`src/rtl/tx_len_stream.sv`:
```
// tx_len_stream: collects a little-endian length header, then packs that many payload bytes into DW_BYTES-wide beats.
// Build option TX_LEN_STREAM_PATTERN_EN replaces the sample stream with an internal byte-counter payload source.
module tx_len_stream #(
    parameter int unsigned DW_BYTES  = 4,
    parameter int unsigned LEN_BYTES = 4
) (
    input  logic                  clk,
    input  logic                  rst,
    output logic                  i_tready,
    input  logic                  i_tvalid,
    input  logic [7:0]            i_tdata,
    output logic                  s_tready,
    input  logic                  s_tvalid,
    input  logic [7:0]            s_tdata,
    input  logic                  o_tready,
    output logic                  o_tvalid,
    output logic [8*DW_BYTES-1:0] o_tdata,
    output logic [DW_BYTES-1:0]   o_tkeep,
    output logic                  o_tlast,
    output logic                  busy
);
    localparam int unsigned LW  = 8 * LEN_BYTES;
    localparam int unsigned DW  = 8 * DW_BYTES;
    localparam int unsigned HCW = (LEN_BYTES > 1) ? $clog2(LEN_BYTES) : 1;
    localparam int unsigned PCW = $clog2(DW_BYTES + 1);

    typedef enum logic [1:0] {
        ST_HDR  = 2'd0,
        ST_PACK = 2'd1,
        ST_SEND = 2'd2
    } state_e;

    state_e              state_q, state_d;
    logic [HCW-1:0]      hcnt_q, hcnt_d;
    logic [LW-1:0]       hdr_q, hdr_d;
    logic [LW-1:0]       rem_q, rem_d;
    logic [PCW-1:0]      pcnt_q, pcnt_d;
    logic [DW-1:0]       data_q, data_d;
    logic [DW_BYTES-1:0] keep_q, keep_d;
    logic                last_q, last_d;
    logic                valid_q, valid_d;

    logic                hdr_fire_c;
    logic                hdr_done_c;
    logic                out_fire_c;
    logic                pack_done_c;
    logic [LW-1:0]       len_c;

    assign hdr_fire_c = i_tvalid & i_tready;
    assign hdr_done_c = hdr_fire_c && (hcnt_q == HCW'(LEN_BYTES - 1));
    assign out_fire_c = valid_q & o_tready;

    // Header value with the byte currently on i_tdata merged into its slot.
    always_comb begin
        len_c = hdr_q;
        for (int unsigned k = 0; k < LEN_BYTES; k++) begin
            if (HCW'(k) == hcnt_q) len_c[8*k +: 8] = i_tdata;
        end
    end

`ifdef TX_LEN_STREAM_PATTERN_EN
    logic [7:0]     pat_q, pat_d;
    logic [PCW-1:0] fill_n_c;
    logic           unused_s;

    assign fill_n_c    = (rem_q < LW'(DW_BYTES)) ? PCW'(rem_q) : PCW'(DW_BYTES);
    assign pack_done_c = 1'b1;
    assign unused_s    = ^{s_tvalid, s_tdata};
`else
    logic smp_fire_c;

    assign smp_fire_c  = s_tvalid & s_tready;
    assign pack_done_c = smp_fire_c && ((pcnt_q == PCW'(DW_BYTES - 1)) || (rem_q == LW'(1)));
`endif

    // State register
    always_ff @(posedge clk or posedge rst) begin
        if (rst) state_q <= ST_HDR;
        else     state_q <= state_d;
    end

    // Next-state logic
    always_comb begin
        state_d = state_q;
        case (state_q)
            ST_HDR:  if (hdr_done_c && (len_c != '0)) state_d = ST_PACK;
            ST_PACK: if (pack_done_c) state_d = ST_SEND;
            ST_SEND: if (out_fire_c) state_d = last_q ? ST_HDR : ST_PACK;
            default: state_d = ST_HDR;
        endcase
    end

    // Ready/busy decoded from registered state only
    always_comb begin
        i_tready = (state_q == ST_HDR);
        busy     = (state_q != ST_HDR);
`ifdef TX_LEN_STREAM_PATTERN_EN
        s_tready = 1'b0;
`else
        s_tready = (state_q == ST_PACK);
`endif
    end

    // Datapath next-state
    always_comb begin
        hcnt_d  = hcnt_q;
        hdr_d   = hdr_q;
        rem_d   = rem_q;
        pcnt_d  = pcnt_q;
        data_d  = data_q;
        keep_d  = keep_q;
        last_d  = last_q;
        valid_d = valid_q;
`ifdef TX_LEN_STREAM_PATTERN_EN
        pat_d   = pat_q;
`endif
        case (state_q)
            ST_HDR: begin
                if (hdr_fire_c) begin
                    if (hdr_done_c) begin
                        hcnt_d = '0;
                        hdr_d  = '0;
                        rem_d  = len_c;
`ifdef TX_LEN_STREAM_PATTERN_EN
                        pat_d  = 8'd0;
`endif
                    end else begin
                        hcnt_d = hcnt_q + HCW'(1);
                        hdr_d  = len_c;
                    end
                end
            end
            ST_PACK: begin
`ifdef TX_LEN_STREAM_PATTERN_EN
                // Whole beat (or the tail) is filled in one cycle
                for (int unsigned k = 0; k < DW_BYTES; k++) begin
                    if (PCW'(k) < fill_n_c) begin
                        data_d[8*k +: 8] = pat_q + 8'(k);
                        keep_d[k]        = 1'b1;
                    end
                end
                pat_d   = pat_q + 8'(fill_n_c);
                rem_d   = rem_q - LW'(fill_n_c);
                pcnt_d  = fill_n_c;
                last_d  = (rem_q == LW'(fill_n_c));
                valid_d = 1'b1;
`else
                if (smp_fire_c) begin
                    for (int unsigned k = 0; k < DW_BYTES; k++) begin
                        if (PCW'(k) == pcnt_q) begin
                            data_d[8*k +: 8] = s_tdata;
                            keep_d[k]        = 1'b1;
                        end
                    end
                    pcnt_d = pcnt_q + PCW'(1);
                    rem_d  = rem_q - LW'(1);
                    if (pack_done_c) begin
                        last_d  = (rem_q == LW'(1));
                        valid_d = 1'b1;
                    end
                end
`endif
            end
            ST_SEND: begin
                // Clearing on accept keeps unwritten lanes of the next beat at zero
                if (out_fire_c) begin
                    pcnt_d  = '0;
                    data_d  = '0;
                    keep_d  = '0;
                    last_d  = 1'b0;
                    valid_d = 1'b0;
                end
            end
            default: ;
        endcase
    end

    // Datapath registers
    always_ff @(posedge clk or posedge rst) begin
        if (rst) begin
            hcnt_q  <= '0;
            hdr_q   <= '0;
            rem_q   <= '0;
            pcnt_q  <= '0;
            data_q  <= '0;
            keep_q  <= '0;
            last_q  <= 1'b0;
            valid_q <= 1'b0;
`ifdef TX_LEN_STREAM_PATTERN_EN
            pat_q   <= 8'd0;
`endif
        end else begin
            hcnt_q  <= hcnt_d;
            hdr_q   <= hdr_d;
            rem_q   <= rem_d;
            pcnt_q  <= pcnt_d;
            data_q  <= data_d;
            keep_q  <= keep_d;
            last_q  <= last_d;
            valid_q <= valid_d;
`ifdef TX_LEN_STREAM_PATTERN_EN
            pat_q   <= pat_d;
`endif
        end
    end

    assign o_tvalid = valid_q;
    assign o_tdata  = data_q;
    assign o_tkeep  = keep_q;
    assign o_tlast  = last_q;

endmodule
```
`config.mk`:
```
export PLATFORM = sky130hd
export DESIGN_NAME = tx_len_stream
export DESIGN_NICKNAME = d
export VERILOG_FILES = /design/src/rtl/tx_len_stream.sv
export SDC_FILE = /design/constraint.sdc
export NUM_CORES = 1
export LEC_CHECK = 0
export ABC_AREA = 1
export ABC_CLOCK_PERIOD_IN_PS = 6650
export BUFFER_PORTS_ARGS = -buffer_cell sky130_fd_sc_hd__buf_2
export CORE_ASPECT_RATIO = 0.6
export CORE_MARGIN = 8
export CORE_UTILIZATION = 60
export DETAILED_ROUTE_END_ITERATION = 16
export MAX_ROUTING_LAYER = met4
export PLACE_DENSITY_LB_ADDON = 0.08
export RECOVER_POWER = 25
export SKIP_LAST_GASP = 1
export SLEW_MARGIN = 15
export SYNTH_ARGS = -nofsm -noshare
export SYNTH_HDL_FRONTEND = slang
export SYNTH_SLANG_ARGS = --single-unit
```
`constraint.sdc`:
```
create_clock -name clk -period 6.65 [get_ports clk]
set_input_delay 0.665 -clock clk [delete_from_list [all_inputs] [get_ports clk]]
set_output_delay 0.665 -clock clk [all_outputs]
set_load 0.005 [all_outputs]
```
==> results by group <==
Clock tree
  – Clk sinks: 109
  – Clock tree root driver cell: clkbuf_16
  – Register clock-pin slew on the reported worst setup and hold paths: 70 ps
  – # resized after CTS: 0
  – CTS Hold Bufs: 0
  – Clock Latency Late Sink: 350 ps
  – CTS tree: yes
  – CTS H-tree depth: 3
  – Clk buf depth: 2
  – CTS Buf Count: 9
  – Setup Buffers After CTS: 0

Die
  – Starting Density: 0.612
  – DIE AREA: 0.0135 mm²
  – Core Area: 0.00977 mm²
  – Die Span Y: 93.4 µm
  – Num rows: 28
  – I/O Pins: 62
  – Width of the die: 145 µm

Synth
  – Synth warn: 0
  – Library cells used by synthesis: 33
  – Cell count after synthesis: 819
  – Number of synthesized flops with an enable pin: 0
  – Mapped Area: 0.00598 mm²
  – Primary FF master, synth: dfrtp_1
  – Avg Inst Size Synth: 7.31 µm²
  – Syn_nets: 851
  – Post-synthesis sequential area ratio: 0.456
  – Register bit total from synthesis: 109
  – Asr flop ratio synth: 1.00

Detailed routing
  – Drt initial violations: 568
  – Routed vias/inst: 5.52
  – WL final: 16300 µm
  – First-pass iteration count of the detailed router: 5
  – DRC viols: 0
  – Post-route ant nets: 0
  – Vias: 5543
  – WL/cell: 16.2 µm

GRT
  – GRT Total Usage: 0.253
  – Initial antenna violation count: 0
  – GRT Residual Overflow: 0
  – Global-route wire length before repair: 26600 µm
  – Largest net degree at the start of global routing: 62
  – Vias in the first global route: 5159

Layout
  – P&R area growth vs syn: 9.85%
  – Finished Core Util: 0.672
  – Non-Filler Instances: 1004
  – Final cell area excluding filler cells: 0.00657 mm²
  – # diodes: 0
  – NumNets Final: 896
  – Fraction of layout cells with a size suffix above 1: 0.107

Placed design
  – Port bufs: 61
  – Inst Count DP: 988
  – DP HPWL: 11900 µm
  – Post-DP Area: 0.00630 mm²
  – Place WS: 4070 ps
  – GPL Wtd Cong: 0.911

STA
  – Max-Slew Margin vs Limit: -0.444
  – Hold Fails Final Rpt: 0
  – Setup WS post-layout: 4000 ps
  – Final Cycle Share: 0.399
  – Slew @ Worst Pin: 2150 ps
  – RSZ-0062 raised after global routing: no
  – Skew final: 6.01 ps
  – Setup_tns: 0 ps
  – Final setup viols: 0
  – Tmin final: 2650 ps
  – Hold slack final: 463 ps
  – FMAX: 377 MHz
  – Slew Limit Fails: 50

Worst setup path
  – Worst Path Required: 6870 ps
  – Worst setup SP type: flip-flop
  – CP Capture Type: flip-flop
  – CP peak stage delay: 760 ps
  – Crit path cell chain: nor2_4 -> nand2_2 -> nand2_4 -> inv_2 -> a21oi_1 -> o22ai_1
  – Crit path arrival time: 2870 ps
  – Slowest CP cell: nor2_4
  – Setup CP Type: reg -> reg
  – Worst Path Max Fanout: 47

Outcome
  – Status: finished with violations
  – Failing checks: max-capacitance violations, max-slew violations

Hold path
  – Worst hold path type: reg -> reg

Run
  – Max-Cap Viols: 1

Pwr
  – Overall Power: 3.17 mW
  – Max rail drop VDD: 0.000309 V
  – Leakage power: 3.43 nW
  – Pwr/cell area: 482 mW/mm²
[cells in the final DEF, fill, tap and decap left out, drive strengths merged]
master / synthesis / final
a21oi: 21 / 21
a22oi: 1 / 1
a2bb2oi: 1 / 1
a31oi: 2 / 2
a32o: 1 / 1
buf: 19 / 56
bufinv: 0 / 1
clkbuf: 9 / 16
clkinv: 0 / 3
clkinvlp: 0 / 3
dfrtp: 109 / 109
ha: 11 / 11
inv: 96 / 95
nand2: 292 / 292
nand3: 42 / 42
nand3b: 1 / 1
nand4: 7 / 7
nor2: 75 / 75
nor3: 1 / 1
o211ai: 2 / 2
o21a: 3 / 3
o21ai: 114 / 114
o21bai: 1 / 1
o22ai: 7 / 7
or2: 1 / 1
xor2: 3 / 3
[per-layer routing]
metal | share of wire | global-route usage
met5 | 0 | -
met4 | 0.013 | 0.0635
met3 | 0.10 | 0.0704
met2 | 0.41 | 0.344
met1 | 0.48 | 0.362
[cell families after synthesis]
group	share of synthesized area
flops	0.456
buf+inv	0.0897
xor+xnor	0.00439
compound gates	0.134
simple gates	0.293
fa+ha+maj	0.0230
[cell usage after synthesis, types with 6 or more instances]
library cell  number  area, µm²
dfrtp_1          109       2730
nand4_1            7       43.8
nand2_1          283       1060
nor2_1            67        251
o22ai_1            7       43.8
buf_6              6       67.6
buf_2             11       55.1
o21ai_1           35        175
o21ai_0           79        395
inv_1             91        342
clkbuf_1           9       33.8
ha_1              11        138
nand2_4            7       78.8
nand3_1           42        210
a21oi_1           21        105
[state kept, by name, indices dropped and copies added (netlist names)]
signal,count
hdr_q,32
rem_q,32
o_tlast,1
o_tkeep,4
o_tvalid,1
hcnt_q,2
state_q,2
pcnt_q,3
o_tdata,32
[worst paths after layout]
kind | slack (ps) | cells after the start | endpoint | startpoint
setup / recovery | 4000 | 6 | rem_q[2] | state_q[1]
hold / removal | 460 | 2 | hdr_q[26] | hdr_q[26]
setup reg to reg | 4000 | 6 | rem_q[2] | state_q[1]
hold reg to reg | 460 | 2 | hdr_q[26] | hdr_q[26]
max in group asynchronous | 4190 | 3 | hdr_q[29] | rst
min in group asynchronous | 880 | 2 | rem_q[19] | rst
[area by class of cell]
| cell class | instances | area (µm²) |
|---|---|---|
| well taps | 135 | 169 |
| multi-input cells | 586 | 2710 |
| clock buffers | 10 | 229 |
| fillers | 859 | 3200 |
| flip-flops and latches | 109 | 2730 |
| repair buffers | 62 | 305 |
| inverters | 96 | 367 |
| clock inverters | 6 | 63.8 |
[critical path, delay by kind of cell (launching register included)]
kind                   cells  cell delay (ps)
and+or+nand+nor            3             1460
DFF                        1              430
AOI/OAI and AO/OA          2              310
buffers and inverters      1              280
[report_power, final]
group	internal, mW	switching [mW]
Sequential	0.938	0.192
Combinational	0.481	1.02
Clock	0.292	0.243
Total	1.71	1.46
No activity file was read; power rests on OpenSTA's default activity.
